==> src/rtl/spi_bitrev_pkg.sv <==
// Shared types, constants and the bit-reverse helper for the SPI bit-reverse slave.
package spi_bitrev_pkg;

  typedef enum logic [1:0] {
    S_IDLE = 2'd0,
    S_RX   = 2'd1,
    S_TXRX = 2'd2
  } state_t;

  localparam int unsigned FRAME_CNT_W  = 16;
  localparam int unsigned BITREV_MAX_W = 64;

  // Reverses the low w bits of v; bits at and above w come back as zero.
  function automatic logic [BITREV_MAX_W-1:0] bit_reverse(
    input logic [BITREV_MAX_W-1:0] v,
    input int unsigned             w
  );
    logic [BITREV_MAX_W-1:0] r;
    logic [5:0]              idx;
    r   = '0;
    idx = '0;
    for (int i = 0; i < BITREV_MAX_W; i++) begin
      if (i < int'(w)) begin
        idx  = 6'(int'(w) - 1 - i);
        r[i] = v[idx];
      end
    end
    return r;
  endfunction

endpackage

==> src/rtl/spi_bitrev_sync.sv <==
// Multi-flop synchroniser for one asynchronous input, with rise/fall pulses on the synced level.
module spi_bitrev_sync #(
  parameter int unsigned STAGES    = 2,
  parameter logic        RESET_VAL = 1'b0
) (
  input  logic clock,
  input  logic resetn,
  input  logic din,
  output logic dout,
  output logic rise_c,
  output logic fall_c
);

  logic [STAGES-1:0] chain_q;
  logic              prev_q;

  always_ff @(posedge clock or negedge resetn) begin
    if (!resetn) begin
      chain_q <= {STAGES{RESET_VAL}};
      prev_q  <= RESET_VAL;
    end else begin
      chain_q <= {chain_q[STAGES-2:0], din};
      prev_q  <= chain_q[STAGES-1];
    end
  end

  assign dout   = chain_q[STAGES-1];
  assign rise_c = chain_q[STAGES-1] & ~prev_q;
  assign fall_c = ~chain_q[STAGES-1] & prev_q;

endmodule

==> src/rtl/spi_bitrev_slave.sv <==
// SPI mode-0 slave that echoes each received word bit-reversed during the next word slot.
// Optional completed-frame counter output enabled by defining SPI_BITREV_FRAME_CNT_EN.
module spi_bitrev_slave
  import spi_bitrev_pkg::*;
#(
  parameter int unsigned WIDTH       = 8,
  parameter int unsigned SYNC_STAGES = 2,
  parameter int unsigned MSB_FIRST   = 0
) (
  input  logic             clock,
  input  logic             resetn,
  input  logic             sck,
  input  logic             ss,
  input  logic             mosi,
  output logic             miso,
  output logic [WIDTH-1:0] rx_word,
  output logic             frame_done,
  output logic             busy
`ifdef SPI_BITREV_FRAME_CNT_EN
  ,
  output logic [FRAME_CNT_W-1:0] frame_cnt
`endif
);

  localparam int unsigned CNT_W = $clog2(WIDTH);
  localparam logic [CNT_W-1:0] CNT_LAST = CNT_W'(WIDTH - 1);

  logic sck_level_unused;
  logic sck_rise;
  logic sck_fall;
  logic ss_s;
  logic ss_rise_unused;
  logic ss_fall_unused;
  logic mosi_s;
  logic mosi_rise_unused;
  logic mosi_fall_unused;

  spi_bitrev_sync #(.STAGES(SYNC_STAGES), .RESET_VAL(1'b0)) u_sync_sck (
    .clock  (clock),
    .resetn (resetn),
    .din    (sck),
    .dout   (sck_level_unused),
    .rise_c (sck_rise),
    .fall_c (sck_fall)
  );

  spi_bitrev_sync #(.STAGES(SYNC_STAGES), .RESET_VAL(1'b1)) u_sync_ss (
    .clock  (clock),
    .resetn (resetn),
    .din    (ss),
    .dout   (ss_s),
    .rise_c (ss_rise_unused),
    .fall_c (ss_fall_unused)
  );

  spi_bitrev_sync #(.STAGES(SYNC_STAGES), .RESET_VAL(1'b0)) u_sync_mosi (
    .clock  (clock),
    .resetn (resetn),
    .din    (mosi),
    .dout   (mosi_s),
    .rise_c (mosi_rise_unused),
    .fall_c (mosi_fall_unused)
  );

  state_t           state_q;
  state_t           state_d;
  logic [CNT_W-1:0] cnt_q;
  logic [WIDTH-2:0] rx_shift_q;
  logic [WIDTH-1:0] tx_shift_q;
  logic [WIDTH-1:0] pending_q;
  logic             load_pend_q;

  logic             clear_c;
  logic             sample_c;
  logic             complete_c;
  logic             tx_step_c;
  logic [WIDTH-1:0] rx_next_c;
  logic [WIDTH-1:0] rev_c;

  // rx_next_c holds the word with the first-arriving bit at index 0.
  assign rx_next_c = {mosi_s, rx_shift_q};
  assign rev_c     = WIDTH'(bit_reverse(BITREV_MAX_W'(rx_next_c), WIDTH));

  always_ff @(posedge clock or negedge resetn) begin
    if (!resetn) begin
      state_q <= S_IDLE;
    end else begin
      state_q <= state_d;
    end
  end

  // Next state and datapath strobes; a synced ss release always wins.
  always_comb begin
    state_d    = state_q;
    clear_c    = 1'b0;
    sample_c   = 1'b0;
    complete_c = 1'b0;
    tx_step_c  = 1'b0;
    unique case (state_q)
      S_IDLE: begin
        if (!ss_s) begin
          state_d = S_RX;
          clear_c = 1'b1;
        end
      end
      S_RX, S_TXRX: begin
        if (ss_s) begin
          state_d = S_IDLE;
          clear_c = 1'b1;
        end else begin
          if (sck_rise) begin
            sample_c = 1'b1;
            if (cnt_q == CNT_LAST) begin
              complete_c = 1'b1;
              state_d    = S_TXRX;
            end
          end
          if ((state_q == S_TXRX) && sck_fall) begin
            tx_step_c = 1'b1;
          end
        end
      end
      default: begin
        state_d = S_IDLE;
        clear_c = 1'b1;
      end
    endcase
  end

  always_ff @(posedge clock or negedge resetn) begin
    if (!resetn) begin
      cnt_q       <= '0;
      rx_shift_q  <= '0;
      tx_shift_q  <= '0;
      pending_q   <= '0;
      load_pend_q <= 1'b0;
      rx_word     <= '0;
      frame_done  <= 1'b0;
      busy        <= 1'b0;
    end else begin
      frame_done <= complete_c;
      busy       <= ~ss_s;
      if (clear_c) begin
        cnt_q       <= '0;
        rx_shift_q  <= '0;
        tx_shift_q  <= '0;
        pending_q   <= '0;
        load_pend_q <= 1'b0;
      end else begin
        if (sample_c) begin
          rx_shift_q <= rx_next_c[WIDTH-1:1];
          cnt_q      <= complete_c ? '0 : cnt_q + CNT_W'(1);
        end
        if (complete_c) begin
          pending_q   <= rev_c;
          load_pend_q <= 1'b1;
          rx_word     <= (MSB_FIRST != 0) ? rev_c : rx_next_c;
        end
        // First falling edge after a completed word loads it; later ones shift it out.
        if (tx_step_c) begin
          if (load_pend_q) begin
            tx_shift_q  <= pending_q;
            load_pend_q <= 1'b0;
          end else begin
            tx_shift_q <= {1'b0, tx_shift_q[WIDTH-1:1]};
          end
        end
      end
    end
  end

  assign miso = ss ? 1'b1 : tx_shift_q[0];

`ifdef SPI_BITREV_FRAME_CNT_EN
  // Saturating count of completed words; survives chip-select cycles.
  always_ff @(posedge clock or negedge resetn) begin
    if (!resetn) begin
      frame_cnt <= '0;
    end else if (frame_done && (frame_cnt != {FRAME_CNT_W{1'b1}})) begin
      frame_cnt <= frame_cnt + FRAME_CNT_W'(1);
    end
  end
`endif

endmodule

==> config.mk <==
export PLATFORM = sky130hd
export DESIGN_NAME = spi_bitrev_slave
export DESIGN_NICKNAME = d
export VERILOG_FILES = /design/src/rtl/spi_bitrev_pkg.sv /design/src/rtl/spi_bitrev_sync.sv /design/src/rtl/spi_bitrev_slave.sv
export SDC_FILE = /design/constraint.sdc
export NUM_CORES = 1
export LEC_CHECK = 0
export ABC_CLOCK_PERIOD_IN_PS = 4420
export BUFFER_PORTS_ARGS = -buffer_cell sky130_fd_sc_hd__buf_2
export CAP_MARGIN = 40
export CORE_ASPECT_RATIO = 1.1
export CORE_MARGIN = 2
export CORE_UTILIZATION = 63
export DETAILED_ROUTE_END_ITERATION = 16
export PLACE_DENSITY_LB_ADDON = 0.1
export SKIP_LAST_GASP = 1
export SYNTH_ARGS = -nofsm -noshare
export SYNTH_HDL_FRONTEND = slang
export SYNTH_HIERARCHICAL = 1
export SYNTH_SLANG_ARGS = --single-unit
export TNS_END_PERCENT = 5
==> constraint.sdc <==
create_clock -name clock -period 4.42 [get_ports clock]
set_input_delay 0.221 -clock clock [delete_from_list [all_inputs] [get_ports clock]]
set_output_delay 0.221 -clock clock [all_outputs]
set_load 0.03 [all_outputs]
### Word level (Yosys, flattened, before mapping)

Cells that the tools add are included.

* $add $sub $neg: 1
* multipliers: 0
* div/mod/pow operators: 0
* order comparisons: 0
* eq/ne operators: 6
* shift operators: 0
* muxes and demuxes: 33
* bitwise logic cells: 6
* reductions and logical operators: 8

Operators by type and width (number)
* 8-bit two-way mux: 5
* 1-bit two-way mux: 17
* 7-bit two-way mux: 2
* 3-bit two-way mux: 3
* 2-bit two-way mux: 4
* 3-bit by 2-bit inequality test with 1-bit output, second input constant: 2
* 2-bit nonzero test: 3
* 1-bit inverter: 4
* 2-bit one-hot mux with 2 select lines: 1
* 3-bit by 1-bit adder with 3-bit output, second input constant: 1
* 3-bit equality test, second input constant: 1
* 3-bit AND reduction: 1
* 1-bit AND: 2
* 2-bit by 1-bit equality test with 1-bit output, second input constant: 1
* 2-bit equality test, second input constant: 1
* 2-bit logical NOT: 1
* 2-bit inequality test, second input constant: 1
* 1-bit one-hot mux with 2 select lines: 1
* 2-bit AND reduction: 1
* 2-bit OR reduction: 1
* 1-bit logical AND: 1

* flip-flop bits (word level): 46
* latch bits: 0
* bits in writable memories: 0
* ROM bits: 0
* input bits: 5
* output and inout port bits: 11
* logic and storage cells: 67
* memories: 0

### Longest topological paths before layout

Gate-level depths: netlist of run 1.

* word-level depth: 9
* depth in mapped cells: 8
* gate-level depth less buffers: 5

### Modules after synthesis

The synthesis of run 1 kept the hierarchy.

By module, submodules not included
* spi_bitrev_slave: times used 1, cells each 138, area an instance 1745.4 µm²
* spi_bitrev_sync (u_sync_mosi ...): times used 2, cells each 5, area an instance 90.1 µm²
* spi_bitrev_sync (u_sync_ss): times used 1, cells each 5, area an instance 93.8 µm²

### Worst setup path after synthesis of run 1

Ideal clock, no wire load.

* path type: flip-flop to flip-flop
* from: register state_q[1]
* to: register rx_word[5]
* setup time: 0.125 ns
* arrival time: 1.925 ns
* data required time: 4.295 ns
* path slack: 2.370 ns
* cell stages (with the launch flop): 8
* period minus slack after synthesis: 2.050 ns
* cell sequence: dfrtp_1 -> inv_1 -> ha_1 -> clkbuf_2 -> or4b_4 -> nor2_8 -> buf_8 -> mux2_4

* word-level cells in the longest chain between the ends: 5
* elaborated cells between the ends (all ways): 8
* those cells by class: eq/ne (2); mux (2); bitwise (1); reduce/logical (3)

Ends and longest elaborated chain
* start: declaration: RTL line spi_bitrev_slave.sv:65 `state_t state_q;`
* start signal: assignment: RTL line spi_bitrev_slave.sv:88 `state_q <= state_d;`
* 2-bit equality test or 2-bit by 1-bit equality test with 1-bit output (tied branches): RTL line spi_bitrev_slave.sv:99 `unique case (state_q)`
* 2-bit OR reduction: RTL line spi_bitrev_slave.sv:99
* 1-bit one-hot mux with 2 select lines: RTL line spi_bitrev_slave.sv:99
* 1-bit inverter (no line)
* 2-bit AND reduction (no line) *
* end signal: assignment: RTL line spi_bitrev_slave.sv:157 `rx_word <= (MSB_FIRST != 0) ? rev_c : rx_next_c;`
* end: declaration: RTL line spi_bitrev_slave.sv:16 `output logic [WIDTH-1:0] rx_word,`

Mark *: on every way between the ends. The rest lies on a longest branch, timed or not.
A chain may end at the register's enable or synchronous reset.

### Final worst setup path of run 1

* from: register state_q[1]
* to: register rx_word[3]

The elaborated chain is that of the path after synthesis.

==> flow_metrics.env, run 1 <==
export IMPL_status="completed"
export IMPL_overflow=0
export IMPL_pwr_share_seq_pct=54.0
export IMPL_peakVddDrop_v=0.000321
export IMPL_yosysWarnings=6
export IMPL_chipWidth_um=56.9
export IMPL_avgSynthCellArea_um2=13.2
export IMPL_r2r_slack_ns=2.15
export IMPL_worstSkewPairLatency_ns=0.35
export IMPL_die_h_um=62.2
export IMPL_grt_start_max_net_pins=39
export IMPL_max_slew_margin_pct=55.9
export IMPL_power_switching_w=0.000216
export IMPL_arrival_ns=2.51
export IMPL_wire_per_inst_um=16.4
export IMPL_p_int_w=0.000606
export IMPL_dr_pass1_iters=4
export IMPL_gp_congestion=0.849
export IMPL_area_growth_pct=10.7
export IMPL_holdWs_ns=0.238
export IMPL_clockBufferDepth=2
export IMPL_ant_nets=0
export IMPL_setup_viol=0
export IMPL_r2r_cells=5
export IMPL_dieArea_um2=3540
export IMPL_drtIter0Drc=56
export IMPL_regToRegEndpoint="rx_word[3]$_DFFE_PN0P_"
export IMPL_cp_max_fo=16
export IMPL_skew_ns=0.0163
export IMPL_start_util_pct=64.7
export IMPL_maxCapViolations=0
export IMPL_n_fill_cell=207
export IMPL_cts_tree="done"
export IMPL_antenna_found_initial=0
export IMPL_crit_required_ns=4.66
export IMPL_antennaDiodeCount=0
export IMPL_cts_sinks=46
export IMPL_maxSlewViolCount=0
export IMPL_io_pins=16
export IMPL_rows=21
export IMPL_nets=176
export IMPL_crit_path_end_kind="flip-flop"
export IMPL_grt_usage_pct=21.9
export IMPL_pwr_share_comb_pct=15.2
export IMPL_routed_wl_mm=3.27
export IMPL_grt_pass1_wl_mm=5.82
export IMPL_timing_final_crit_share_pct=51.3
export IMPL_hold_violations=0
export IMPL_io_buffers=15
export IMPL_cts_root_buf="clkbuf_4"
export IMPL_power_density_nw_per_um2=383
export IMPL_cp_start_kind="flip-flop"
export IMPL_finalPower_w=0.000822
export IMPL_hp_class="in -> async"
export IMPL_timing_rr_start="state_q[1]$_DFFE_PN0P_"
export IMPL_grt_pass1_vias=1167
export IMPL_fin_setup_tns_ns=0
export IMPL_dp_hpwl_mm=2.25
export IMPL_synth_nets=157
export IMPL_avgViaCountPerCell=5.98
export IMPL_vias=1196
export IMPL_htreeDepth=2
export IMPL_p_leak_nw=1.09
export IMPL_drcViolationCount=0
export IMPL_crit_type="reg -> reg"
export IMPL_cts_made_buffers=5
export IMPL_core_um2=3000
export IMPL_min_period_ns=2.27
export IMPL_netSwitchingFraction_pct=26.2
export IMPL_syn_inst=147
export IMPL_layout_drive_gt1_share_pct=23.5
export IMPL_clkSlewWorstSetupHoldPaths_ns=0.13
export IMPL_power_share_clock_pct=30.8
export IMPL_synthesis_area_um2=1940
export IMPL_grt_setup_unrepaired="no"
export IMPL_fmax_mhz=441
export IMPL_tightest_slew_ns=0.661
==> cell type report <==
cell class              count  area, um2  share of cell area [%]
clock buffers               6       51.3                    2.39
well taps                  34       42.5                    1.98
repair buffers             21        140                    6.53
clock inverters             1       30.0                    1.40
flip-flops and latches     46       1150                    53.8
multi-input cells          87        709                    33.1
inverters                   5       18.8                   0.875
==> state kept, by name, indices dropped and copies added, names as in the netlist <==
register             cells
load_pend_q              1
state_q                  2
rx_shift_q               7
pending_q                8
frame_done               1
u_sync_sck/prev_q        1
tx_shift_q               8
busy                     1
cnt_q                    3
u_sync_sck/chain_q       2
u_sync_ss/chain_q        2
u_sync_mosi/chain_q      2
rx_word                  8
==> metal layers <==
| layer | up-vias | global-route usage, % | wire length (um) | part of all wire, % |
|---|---|---|---|---|
| met5 | - | 0 | 0 | 0 |
| met4 | 0 | 9.30 | 58 | 1.8 |
| met3 | 6 | 6.67 | 157 | 4.8 |
| met2 | 33 | 30.7 | 1580 | 48 |
| met1 | 591 | 31.6 | 1470 | 45 |
| li1 | 566 | - | - | - |
==> critical path, cell delays in order, from the launching register on <==
cell     delay (ns)
dfrtp_1        0.46
inv_1          0.08
ha_1           0.44
or4b_4         0.55
nor2_8         0.26
mux2_2         0.37
==> metrics by stage <==
| step | instances | utilization [%] | setup slack, ns | area, um2 |
|---|---|---|---|---|
| 6_report | 200 | 71.6 | 2.15 | 2150 |
| 3_5_place_dp | 189 | 67.6 | 2.19 | 2020 |
| 3_3_place_gp | 187 | 66.8 | 2.33 | 2000 |
| 4_1_cts | 200 | 71.6 | 2.18 | 2150 |
| 2_1_floorplan | 147 | - | 2.37 | 1940 |
| 5_1_grt | 200 | 71.6 | 2.09 | 2150 |
==> layout by cell type (no fill, tap or decap), types with 2 or more instances in the layout <==
cell	instances
and4b_1	2
dfrtp_1	44
inv_1	5
mux2_2	6
dlygate4sd3_1	4
o2bb2ai_1	3
a22o_1	8
nand3_1	2
nor2_1	15
nand2_1	5
dfstp_2	2
a211oi_1	9
buf_2	16
nor2b_1	2
ha_1	5
a21oi_1	2
mux2i_1	14
clkbuf_4	5
mux2_4	2
==> worst max-delay path by stage <==
stage          slack (ns)                    from                      to  depth (start not counted)
2_1_floorplan        2.37  state_q[1]$_DFFE_PN0P_  rx_word[5]$_DFFE_PN0P_                          7
3_3_place_gp         2.33  state_q[1]$_DFFE_PN0P_  rx_word[4]$_DFFE_PN0P_                          5
3_5_place_dp         2.19  state_q[0]$_DFFE_PN0P_  rx_word[3]$_DFFE_PN0P_                          5
4_1_cts              2.18  state_q[0]$_DFFE_PN0P_  rx_word[7]$_DFFE_PN0P_                          5
5_1_grt              2.09  state_q[0]$_DFFE_PN0P_  rx_word[0]$_DFFE_PN0P_                          5
6_report             2.15  state_q[1]$_DFFE_PN0P_  rx_word[3]$_DFFE_PN0P_                          5
==> power by group through the flow <==
stage | registers (W) | logic [W] | clock network [W]
6_report | 0.000444 | 0.000125 | 0.000253
3_3_place_gp | 0.000449 | 0.000107 | 0
2_1_floorplan | 0.000448 | 0.0000873 | 0
5_1_grt | 0.000446 | 0.000135 | 0.000283
3_5_place_dp | 0.000452 | 0.000121 | 0
4_1_cts | 0.000444 | 0.000124 | 0.000260
==> timing repair <==
item                                    CTS  global route
buffers inserted                          0             0
endpoints found under the setup margin    0             0
hold buffers                              4             0
gates resized for setup                   0             0
hold endpoints to repair                 47             0
No activity file was read; power rests on OpenSTA's default activity.
==> run 2, diff against run 1 <==
--- a/config.mk
+++ b/config.mk
@@ -5,12 +5,13 @@
 export SDC_FILE = /design/constraint.sdc
 export NUM_CORES = 1
 export LEC_CHECK = 0
-export ABC_CLOCK_PERIOD_IN_PS = 4420
+export ABC_AREA = 1
+export ABC_CLOCK_PERIOD_IN_PS = 1990
 export BUFFER_PORTS_ARGS = -buffer_cell sky130_fd_sc_hd__buf_2
 export CAP_MARGIN = 40
 export CORE_ASPECT_RATIO = 1.1
 export CORE_MARGIN = 2
-export CORE_UTILIZATION = 63
+export CORE_UTILIZATION = 53
 export DETAILED_ROUTE_END_ITERATION = 16
 export PLACE_DENSITY_LB_ADDON = 0.1
 export SKIP_LAST_GASP = 1
==> constraint.sdc (replaced) <==
create_clock -name clock -period 1.99 [get_ports clock]
set_input_delay 0.0995 -clock clock [delete_from_list [all_inputs] [get_ports clock]]
set_output_delay 0.0995 -clock clock [all_outputs]
set_load 0.03 [all_outputs]
==> run 2 against run 1 <==
Effect of this change: clock skew fell by 0.0075 ns; hold slack improved by 0.12 ns; clock power rose by 110%; register-to-register slack got worse by 1.9 ns; critical path depth rose by 3; maximum frequency rose by 29%; global-route usage fell by 3.5 points; utilization fell by 9.7 points; wire length rose by 4.1%; count of clock-buffer cells in the layout did not move; critical path type unchanged; critical endpoint is now rx_word[6]$_DFFE_PN0P_.
==> flow_metrics.env, run 2 <==
export IMPL_status="completed"
export IMPL_vias=1402
export IMPL_layout_commonest_cell="nand2_1"
export IMPL_path_common_cell="nand2_1"
export IMPL_postCtsResizedCells=0
export IMPL_dr_pass1_iters=4
export IMPL_core_um2=3630
export IMPL_grt_setup_unrepaired="no"
export IMPL_cp_start_kind="flip-flop"
export IMPL_peakVddDrop_v=0.000525
export IMPL_hp_class="reg -> reg"
export IMPL_synth_nets=227
export IMPL_crit_type="reg -> reg"
export IMPL_setup_ws_ns=0.225
export IMPL_dieArea_um2=4280
export IMPL_grt_usage_pct=18.3
export IMPL_antennaDiodeCount=0
export IMPL_pre_cts_ws_ns=0.226
export IMPL_finalPower_w=0.00191
export IMPL_yosysWarnings=6
export IMPL_post_cts_buffers=0
export IMPL_arrival_ns=1.96
export IMPL_drtIter0Drc=81
export IMPL_grt_pass1_vias=1347
export IMPL_io_pins=16
export IMPL_maxCapViolations=0
export IMPL_layout_drive_gt1_share_pct=17.0
export IMPL_start_util_pct=55.2
export IMPL_placed_cell_area_um2=2120
export IMPL_ant_nets=0
export IMPL_die_h_um=68.4
export IMPL_max_slew_margin_pct=49.2
export IMPL_clockBufferDepth=2
export IMPL_area_growth_pct=12.3
export IMPL_tightest_slew_ns=0.762
export IMPL_worstSkewPairLatency_ns=0.29
export IMPL_skew_ns=0.00883
export IMPL_grt_start_max_net_pins=37
export IMPL_hold_violations=0
export IMPL_timing_final_crit_share_pct=88.7
export IMPL_drcViolationCount=0
export IMPL_cp_cell_sequence="inv_1 -> ha_1 -> nand2_1 -> nand2_2 -> nor2_8 -> nand2_2 -> nand2_1 -> nand2_1"
export IMPL_fmax_mhz=566
export IMPL_grt_pass1_wl_mm=5.89
export IMPL_wire_per_inst_um=11.7
export IMPL_antenna_found_initial=0
export IMPL_setup_viol=0
export IMPL_syn_inst=217
export IMPL_cts_sinks=46
export IMPL_cts_made_buffers=5
export IMPL_clkSlewWorstSetupHoldPaths_ns=0.08
export IMPL_nets=250
export IMPL_overflow=0
export IMPL_htreeDepth=2
export IMPL_critPathMaxStageDelay_ns=0.38
export IMPL_avgSynthCellArea_um2=9.22
export IMPL_gp_congestion=0.769
export IMPL_io_buffers=15
export IMPL_fin_area_um2=2250
export IMPL_cts_tree="done"
export IMPL_cp_max_fo=19
export IMPL_avgViaCountPerCell=4.82
export IMPL_slowest_stage="dfrtp_1"
export IMPL_rows=23
export IMPL_power_density_nw_per_um2=849
export IMPL_crit_required_ns=2.18
export IMPL_crit_path_end_kind="flip-flop"
export IMPL_mostFrequentLayoutCells="nand2_1, dfrtp_1, inv_1, nand3_1, buf_2"
export IMPL_p_leak_nw=1.26
export IMPL_routed_wl_mm=3.41
export IMPL_hold_buffers=4
export IMPL_cts_root_buf="clkbuf_8"
export IMPL_chipWidth_um=62.6
export IMPL_min_period_ns=1.77
export IMPL_synthesis_area_um2=2000
export IMPL_dp_hpwl_mm=2.54
export IMPL_largestRegisters="pending_q (8), rx_word (8), tx_shift_q (8)"
export IMPL_maxSlewViolCount=0
export IMPL_fin_setup_tns_ns=0
## run 2: final timing paths
path	startpoint	to	slack, ns	cells past startpoint
max in group asynchronous	resetn	rx_word[5]$_DFFE_PN0P_	0.94	3
max reg2reg	state_q[0]$_DFFE_PN0P_	rx_word[6]$_DFFE_PN0P_	0.22	8
max	state_q[0]$_DFFE_PN0P_	rx_word[6]$_DFFE_PN0P_	0.22	8
min in group asynchronous	resetn	cnt_q[2]$_DFFE_PN0P_	0.41	2
min	u_sync_mosi/chain_q[0]$_DFF_PN0_	u_sync_mosi/chain_q[1]$_DFF_PN0_	0.35	0
min reg2reg	u_sync_mosi/chain_q[0]$_DFF_PN0_	u_sync_mosi/chain_q[1]$_DFF_PN0_	0.35	0
## run 2: where the power goes
part	internal [W]	leakage [nW]	switching [W]
clock	0.000248	0.0452	0.000295
sequential	0.000961	0.620	0.0000192
combinational	0.000107	0.597	0.000277
total	0.00132	1.26	0.000591
## run 2: layout make-up
class / count / area [um2]
multi-input cells: 148 / 749
inverters: 19 / 71.3
fillers: 323 / 1380
repair buffers: 20 / 123
clock inverters: 2 / 13.8
well taps: 50 / 62.6
flip-flops and latches: 46 / 1150
clock buffers: 6 / 72.6
## run 2: worst max-delay path, delay by kind of cell (launching register included)
family	cells	cell delay, ns
adder cells (fa/ha/maj)	1	0.35
buffers and inverters	1	0.07
flip-flops	1	0.38
AND/OR/NAND/NOR	6	0.86
## run 2: through the flow
stage / instances / utilization [%] / hold WS [ns]
2_1_floorplan: 217 / - / -0.196
6_report: 291 / 61.9 / 0.354
4_1_cts: 291 / 61.9 / 0.357
5_1_grt: 291 / 61.9 / 0.360
3_3_place_gp: 279 / 58.5 / 0.202
3_5_place_dp: 279 / 58.5 / 0.209
## run 2: per-layer routing
| layer | global-route usage, % | wire, um | vias to the layer above |
|---|---|---|---|
| met1 | 21.4 | 1500 | 653 |
| met4 | 9.17 | 82 | 0 |
| met5 | 0 | 0 | - |
| li1 | - | - | 711 |
| met3 | 5.43 | 140 | 8 |
| met2 | 31.5 | 1680 | 30 |
